==> src/rtl/uart_cmd_pkg.sv <==
// Shared types and character codes for the UART command parser.
package uart_cmd_pkg;

  typedef enum logic [2:0] {
    ST_IDLE,
    ST_ARG1,
    ST_ARG2,
    ST_TERM_WAIT,
    ST_DISCARD,
    ST_REPLY
  } state_e;

  typedef enum logic [1:0] {
    CMD_L,
    CMD_P,
    CMD_R
  } cmd_e;

  localparam logic [7:0] CHAR_LF = 8'h0A;
  localparam logic [7:0] CHAR_CR = 8'h0D;
  localparam logic [7:0] CHAR_L  = 8'h6C;  // lower-case letter codes, matched after folding
  localparam logic [7:0] CHAR_P  = 8'h70;
  localparam logic [7:0] CHAR_R  = 8'h72;

  localparam logic [7:0] ACK_DEFAULT    = 8'h4B;
  localparam logic [7:0] NAK_DEFAULT    = 8'h45;
  localparam logic [7:0] PERIOD_DEFAULT = 8'd24;

  function automatic logic is_term(input logic [7:0] c);
    return (c == CHAR_LF) || (c == CHAR_CR);
  endfunction

  // Setting bit 5 lower-cases a letter; only 0x4C/0x6C fold onto 'l' (same for p, r).
  function automatic logic [7:0] fold_case(input logic [7:0] c);
    return c | 8'h20;
  endfunction

endpackage

==> src/rtl/ascii_hex_decode.sv <==
// Combinational ASCII hex digit decoder: 0-9, A-F, a-f to a nibble.
module ascii_hex_decode (
  input  logic [7:0] ch_i,
  output logic       valid_o,
  output logic [3:0] nibble_o
);

  always_comb begin
    valid_o  = 1'b0;
    nibble_o = 4'h0;
    if (ch_i >= 8'h30 && ch_i <= 8'h39) begin
      valid_o  = 1'b1;
      nibble_o = ch_i[3:0];
    end else if ((ch_i >= 8'h41 && ch_i <= 8'h46) || (ch_i >= 8'h61 && ch_i <= 8'h66)) begin
      // 'A'/'a' have low nibble 1, so adding 9 yields 10..15
      valid_o  = 1'b1;
      nibble_o = ch_i[3:0] + 4'd9;
    end
  end

endmodule

==> src/rtl/uart_cmd_parser.sv <==
// Decodes line-terminated L/P/R commands from the RX FIFO and replies K/E via the TX.
module uart_cmd_parser
  import uart_cmd_pkg::*;
#(
  parameter logic [7:0] DEFAULT_PERIOD = PERIOD_DEFAULT,
  parameter logic [7:0] ACK_CHAR       = ACK_DEFAULT,
  parameter logic [7:0] NAK_CHAR       = NAK_DEFAULT
) (
  input  logic       clk_in,
  input  logic       rst_n,
  input  logic       rx_empty,
  input  logic [7:0] rx_data,
  output logic       rx_re,
  input  logic       tx_busy,
  output logic       tx_en,
  output logic [7:0] tx_data,
  output logic       led_override,
  output logic [2:0] led_value,
  output logic [7:0] period,
  output logic [7:0] err_cnt,
  output logic [2:0] dbg_state_o
);

  state_e     state_q;
  cmd_e       cmd_q;
  logic [7:0] arg_q;
  logic       tx_en_q;
  logic [7:0] tx_data_q;
  logic       led_override_q;
  logic [2:0] led_value_q;
  logic [7:0] period_q;
  logic [7:0] err_cnt_q;

  logic       hex_valid;
  logic [3:0] hex_nib;
  logic       is_term_w;
  logic       zero_period;
  logic       ack_fire;
  logic       nak_fire;

  ascii_hex_decode u_hex (
    .ch_i     (rx_data),
    .valid_o  (hex_valid),
    .nibble_o (hex_nib)
  );

  // Handshake: a byte is consumed in any cycle where rx_re is high; rx_data is
  // valid whenever rx_empty is low. tx_en is a one-cycle request, only issued
  // after a cycle in which tx_busy was low.
  assign rx_re       = !rx_empty && (state_q != ST_REPLY);
  assign is_term_w   = is_term(rx_data);
  assign zero_period = (cmd_q == CMD_P) && (arg_q == 8'h00);

  always_comb begin
    ack_fire = 1'b0;
    nak_fire = 1'b0;
    if (rx_re && is_term_w) begin
      case (state_q)
        ST_ARG1, ST_ARG2, ST_DISCARD: nak_fire = 1'b1;
        ST_TERM_WAIT: begin
          nak_fire = zero_period;
          ack_fire = !zero_period;
        end
        default: ;
      endcase
    end
  end

  always_ff @(posedge clk_in or negedge rst_n) begin
    if (!rst_n) begin
      state_q        <= ST_IDLE;
      cmd_q          <= CMD_R;
      arg_q          <= 8'h00;
      tx_en_q        <= 1'b0;
      tx_data_q      <= 8'h00;
      led_override_q <= 1'b0;
      led_value_q    <= 3'b000;
      period_q       <= DEFAULT_PERIOD;
      err_cnt_q      <= 8'h00;
    end else begin
      tx_en_q <= 1'b0;

      if (ack_fire) begin
        tx_data_q <= ACK_CHAR;
        case (cmd_q)
          CMD_L: begin
            led_override_q <= 1'b1;
            led_value_q    <= arg_q[2:0];
          end
          CMD_P:   period_q       <= arg_q;
          default: led_override_q <= 1'b0;
        endcase
      end

      if (nak_fire) begin
        tx_data_q <= NAK_CHAR;
        if (err_cnt_q != 8'hFF) err_cnt_q <= err_cnt_q + 8'd1;
      end

      if (state_q == ST_REPLY) begin
        if (!tx_busy) begin
          tx_en_q <= 1'b1;
          state_q <= ST_IDLE;
        end
      end else if (rx_re) begin
        if (ack_fire || nak_fire) begin
          state_q <= ST_REPLY;
        end else begin
          case (state_q)
            ST_IDLE: begin
              if (is_term_w) begin
                state_q <= ST_IDLE;
              end else if (fold_case(rx_data) == CHAR_L) begin
                cmd_q   <= CMD_L;
                state_q <= ST_ARG1;
              end else if (fold_case(rx_data) == CHAR_P) begin
                cmd_q   <= CMD_P;
                state_q <= ST_ARG1;
              end else if (fold_case(rx_data) == CHAR_R) begin
                cmd_q   <= CMD_R;
                state_q <= ST_TERM_WAIT;
              end else begin
                state_q <= ST_DISCARD;
              end
            end
            ST_ARG1: begin
              if (hex_valid && cmd_q == CMD_L) begin
                if (!hex_nib[3]) begin
                  arg_q   <= {4'h0, hex_nib};
                  state_q <= ST_TERM_WAIT;
                end else begin
                  state_q <= ST_DISCARD;
                end
              end else if (hex_valid) begin
                arg_q[7:4] <= hex_nib;
                state_q    <= ST_ARG2;
              end else begin
                state_q <= ST_DISCARD;
              end
            end
            ST_ARG2: begin
              if (hex_valid) begin
                arg_q[3:0] <= hex_nib;
                state_q    <= ST_TERM_WAIT;
              end else begin
                state_q <= ST_DISCARD;
              end
            end
            ST_TERM_WAIT: state_q <= ST_DISCARD;
            ST_DISCARD:   state_q <= ST_DISCARD;
            default:      state_q <= ST_IDLE;
          endcase
        end
      end
    end
  end

  assign tx_en        = tx_en_q;
  assign tx_data      = tx_data_q;
  assign led_override = led_override_q;
  assign led_value    = led_value_q;
  assign period       = period_q;
  assign err_cnt      = err_cnt_q;
  assign dbg_state_o  = state_q;

endmodule

==> config.mk <==
export PLATFORM = sky130hd
export DESIGN_NAME = uart_cmd_parser
export DESIGN_NICKNAME = d
export VERILOG_FILES = /design/src/rtl/uart_cmd_pkg.sv /design/src/rtl/ascii_hex_decode.sv /design/src/rtl/uart_cmd_parser.sv
export SDC_FILE = /design/constraint.sdc
export NUM_CORES = 1
export LEC_CHECK = 0
export ABC_AREA = 1
export BUFFER_PORTS_ARGS = -buffer_cell sky130_fd_sc_hd__buf_2
export CAP_MARGIN = 20
export CORE_ASPECT_RATIO = 0.75
export CORE_UTILIZATION = 40
export CTS_BUF_LIST = sky130_fd_sc_hd__clkbuf_16
export DETAILED_ROUTE_END_ITERATION = 6
export GPL_TIMING_DRIVEN = 1
export HOLD_SLACK_MARGIN = 0.05
export PLACE_DENSITY = 0.61
export SLEW_MARGIN = 20
export SYNTH_ARGS = -nofsm -noshare
export SYNTH_HDL_FRONTEND = slang
export SYNTH_SLANG_ARGS = --single-unit
==> constraint.sdc <==
create_clock -name clk_in -period 1.72 [get_ports clk_in]
set_input_delay 0.344 -clock clk_in [delete_from_list [all_inputs] [get_ports clk_in]]
set_output_delay 0.344 -clock clk_in [all_outputs]
set_load 0.01 [all_outputs]
======== Yosys cells after proc, flatten, opt, wreduce, memory -nomap -nowiden ========
Cells that the tools add are included.
storage, ports and cells
  word-level logic and storage cells ...... 104
  register bits after elaboration ......... 42
  input bits .............................. 12
cells by class
  reduce and logical (&&, ||, !) cells .... 30
  equal/unequal tests ..................... 18
  mux-type cells .......................... 34
  bitwise logic cells ..................... 4
  $add $sub $neg .......................... 2
  order comparisons ....................... 6
operator list
  cell                 number
  $mux 3               12
  $mux 8               3
  $eq 7x6->1 const B   3
  $mux 4               5
  $eq 8x4->1 const B   2
  $ge 8x7->1 const B   2
  $le 8x7->1 const B   2
  $pmux 3 s4           1
  $reduce_and 6->1     2
  $ne 2x2->1 const B   5
  $reduce_and 2->1     5
  $add 8x1->8 const B  1
  $ge 8x6->1 const B   1
  $le 8x6->1 const B   1
  $logic_not 8->1      1
  $ne 8x8->1 const B   1
  $pmux 4 s2           1
  $reduce_bool 2->1    4
  $logic_and 1x1->1    7
  $mux 1               7
  $reduce_and 7->1     1
  $eq 3x2->1 const B   2
  $eq 3x3->1 const B   2
  $mux 2               3
  other kinds (13)     20

======== Depth between registers and ports, before layout ========
  depth after elaboration ................. 11
  mapped depth ............................ 13

======== By module ========
From an unflattened synthesis, not the netlist that was laid out.
unflattened totals
  cell total of the unflattened synthesis .. 304
  area total of the unflattened synthesis .. 2274.7 µm²
by module, submodules not included
  module            times used  area each (µm²)  seq. area each (µm²)  cells each
  uart_cmd_parser   1           2099.5           929.6                 271
  ascii_hex_decode  1           175.2            0.0                   33

======== Worst setup path before layout ========
No wires, ideal clock.
  path kind ............................... input -> register
  start point ............................. input port rx_data[0]
  end point ............................... register period_q[6], in the netlist period[6]
  data required time ...................... 1.603 ns
  arrival time ............................ 1.419 ns
  library setup time ...................... 0.117 ns
  stages .................................. 12
  path slack .............................. 0.184 ns
  path through ............................ inv_1 > ha_1 > nand3_1 > nand2_2 > nand2_2 > nor2_4 > nand2_4 > clkinv_2 > nand3_4 > buf_6 > nand2_2 > o21ai_2
between the ends
  longest elaborated chain between the ends .. 5
  elaborated cells on any way between the ends .. 6
  those cells by class .................... eq/ne (2); mux (1); reduce/logical (3)
RTL lines
  what                                   RTL line               source
  start: declaration                     uart_cmd_parser.sv:12  input logic [7:0] rx_data,
  $eq 8x4->1                             uart_cmd_pkg.sv:30     return (c == CHAR_LF) || (c == CHAR_CR);
  $logic_or 1x1->1 (*)                   uart_cmd_pkg.sv:30
  $logic_and 1x1->1 (*)                  uart_cmd_parser.sv:57  if (rx_re && is_term_w) begin
  $mux 1 (*)                             uart_cmd_parser.sv:57
  $reduce_and 2->1 (no source line) (*)  --
  end signal: assignment                 uart_cmd_parser.sv:90  CMD_P: period_q <= arg_q;
  end: declaration                       uart_cmd_parser.sv:31  logic [7:0] period_q;
Every way passes the cells marked *; elsewhere a longest branch is shown, timed or not.
A chain may end at the register's enable or synchronous reset.

======== Worst setup path after layout ========
  start point ............................. register cmd_q[1]
  end point ............................... register arg_q[2]
between the ends
  longest elaborated chain between the ends .. 8
  elaborated cells on any way between the ends .. 13
  those cells by class .................... eq/ne (2); mux (4); bitwise (1); reduce/logical (6)
RTL lines
  what                                   RTL line                source
  start: declaration                     uart_cmd_parser.sv:25   cmd_e cmd_q;
  start signal: assignment               uart_cmd_parser.sv:72   cmd_q <= CMD_R;
  start signal: assignment               uart_cmd_parser.sv:114  cmd_q <= CMD_L;
  start signal: assignment               uart_cmd_parser.sv:117  cmd_q <= CMD_P;
  $eq 2x1->1                             uart_cmd_parser.sv:52   assign zero_period = (cmd_q == CMD_P) && (arg_q == 8'h00);
  $logic_and 1x1->1                      uart_cmd_parser.sv:52
  $logic_not 1->1                        uart_cmd_parser.sv:62   ack_fire = !zero_period;
  $mux 1                                 uart_cmd_parser.sv:58   case (state_q)
  $mux 1                                 uart_cmd_parser.sv:57
  $logic_or 1x1->1                       uart_cmd_parser.sv:106  if (ack_fire || nak_fire) begin
  $not 1->1 (no source line)             --
  $reduce_and 7->1 (no source line) (*)  --
  end signal: assignment                 uart_cmd_parser.sv:129  arg_q <= {4'h0, hex_nib};
  end signal: assignment                 uart_cmd_parser.sv:143  arg_q[3:0] <= hex_nib;
  end: declaration                       uart_cmd_parser.sv:26   logic [7:0] arg_q;
Marks and branches as above.

==> metrics.yaml <==
sta:
  slew_violations: 0
  min_period_ns: 1.675
  fin_crit_sh_pct: 97.38
  setup_viol: 0
  fin_setup_tns_ns: 0
  max_freq_mhz: 597.0
  fin_skew_ns: 0.004627
  finalHoldViolations: 0
  rsz0062_at_grt: "yes"
  fin_hold_ws_ns: 0.1014
  fin_ws_ns: 0.04498
clock_network:
  cts-root-buf: "clkbuf_16"
  cts.sinks: 37
  clk_latency_ns: 0.28
  numCtsBuffers: 5
  cts_tree: "built"
  cts_max_path_buffers: 2
  path_clk_slew_ns: 0.06
  h-tree-depth: 2
worst_setup_path:
  critPathMaxStageDelay_ns: 0.55
  critPathMaxFanout: 8
  start_kind: "register"
  path_class: "reg -> reg"
  cp_cell_sequence: "inv_1 -> nand2_1 -> nor2_2 -> nand3_1 -> nand2_2 -> nand2_4 -> nand2_4 -> nor2_4 -> nand2_4 -> nand2_2 -> nand2_2"
  crit_buf_inv: 1
  cp_top_family: "simple AND/OR/NAND/NOR gates"
  startpoint: "cmd_q[1]$_DFFE_PN1P_"
  worstPathRequired_ns: 1.89
  endpoint_kind: "register"
  r2r_start: "cmd_q[1]$_DFFE_PN1P_"
  slowest_stage: "dfstp_2"
  worstPathArrival_ns: 1.85
place:
  post-place-ws_ns: -0.1293
  dpl_cell_area_um2: 2619
  place_hpwl_mm: 3.568
  gp_congestion: 0.8090
  port_buffers: 41
  place_inst: 421
synthesis:
  synth_area_um2: 2218
  syn_area_per_cell_um2: 7.650
  synthCells: 290
  yosysWarnings: 0
  synth.distinct_cells: 33
  yosysSeqAreaShare_pct: 41.91
  ys_seq_elements: 37
global_routing:
  grt_max_degree: 38
  antenna_found_initial: 0
  grt_pass1_vias: 1774
  grt.overflow.total: 0
  grt_pass1_wl_mm: 7.893
  globalRouteTotalUtil_pct: 17.75
layout:
  drive_gt1_share_pct: 36.21
  synthToLayoutAreaGrowth_pct: 29.89
  layout_common_cells: "nand2_1 (85), buf_2 (41), inv_1 (33), dfrtp_1 (31), buf_4 (22)"
  nets: 375
  diodes: 0
  stdcell_area_um2: 2882
  post_layout_nonfiller_instances: 434
  layout_commonest_cell: "nand2_1"
  num-fill-cells: 527
  final_util_pct: 53.83
power_and_ir_drop:
  p_per_area_nw_per_um2: 714.0
  fin_total_pwr_mw: 2.057
  leakage_nw: 1.616
  vdd_drop_max_mv: 0.3710
die:
  core_um2: 5353
  rows: 23
  dieHeight_um: 66.50
  die_area_um2: 5851
  dieWidth_um: 87.99
  ios: 45
  start_util_pct: 41.44
route:
  drc: 0
  dr.pass1.iters: 5
  ant_nets: 0
  vias: 1941
  avgRoutedWirePerCell_um: 11.18
  drt_iter0_markers: 66
  via_per_inst: 4.472
  drt_wl_total_mm: 4.854
worst_hold_path:
  min_path_type: "in -> async"
flow_run:
  maxCapViolCount: 0
status:
  status: "complete, no violations"
## area by class of cell
| type | instances | area [µm²] | area share [%] |
|---|---|---|---|
| Clock inverter | 3 | 17.52 | 0.6079 |
| Multi-Input combinational cell | 209 | 1174 | 40.73 |
| Sequential cell | 37 | 933.4 | 32.39 |
| Timing Repair Buffer | 64 | 381.6 | 13.24 |
| Inverter | 41 | 156.4 | 5.428 |
| Clock buffer | 5 | 125.1 | 4.342 |
| Tap cell | 75 | 93.84 | 3.257 |
## cell usage after synthesis, drive strengths merged
master	n	area (µm²)
a21oi	4	31.28
buf	6	48.80
clkinv	2	8.750
conb	1	3.750
dfrtp	34	850.8
dfstp	3	78.83
ha	5	62.56
inv	39	146.4
nand2	106	442.9
nand3	24	147.7
nand3b	2	15.01
nand4	2	12.51
nor2	25	113.9
nor3	4	25.02
o21a	1	7.510
o21ai	21	135.1
o21bai	1	7.510
or2	3	18.77
xnor2	1	8.760
xor2	6	52.55
## where the power goes
group | total, mW | internal (mW) | switching (mW) | leakage [nW]
logic | 0.248 | 0.0901 | 0.158 | 1.06
clock network | 0.885 | 0.531 | 0.354 | 0.0712
registers | 0.924 | 0.896 | 0.0287 | 0.489
total | 2.06 | 1.52 | 0.540 | 1.62
## routing by layer
layer / global-route usage, % / routed length (µm) / vias to the layer above
met5: 0 / 0 / -
met2: 26.74 / 2068 / 27
met1: 25.06 / 2583 / 879
li1: - / - / 1031
met3: 4.089 / 156 / 4
met4: 5.533 / 45 / 0
## worst paths after layout
kind / slack [ns] / cells after the start / end
worst max-delay path: 0.04 / 11 / arg_q[2]$_DFFE_PN0P_
worst min-delay path: 0.10 / 2 / led_value[1]$_DFFE_PN0P_
worst max register to register: 0.04 / 11 / arg_q[2]$_DFFE_PN0P_
worst min register to register: 0.47 / 2 / period[5]$_DFFE_PN0P_
max in group asynchronous: 1.26 / 2 / dbg_state_o[2]$_DFFE_PN0P_
min in group clk_in: 0.22 / 2 / tx_en$_DFF_PN0_
## state kept, by name, summed over array words and instances (netlist names), 2 cells and up
name / cells
err_cnt: 8
dbg_state_o: 3
period: 8
led_value: 3
cmd_q: 2
arg_q: 8
tx_data: 3
## kinds of logic after synthesis
family,count (synthesis),synth area share (%)
adders and majority gates,5,2.820
AOI/OAI and AO/OA,27,8.178
and+or+nand+nor,166,34.97
buffers and inverters,47,9.193
DFF,37,41.91
xor gates and xnor gates,7,2.764
other,1,0.1690
## timing repair
action,in CTS,in global routing
cloned,0,1
setup buffers,1,3
hold buffers,0,0
setup endpoints to repair,1,28
resized for setup,2,26
pin swaps,1,10
Power figures use the tool's default switching activity.
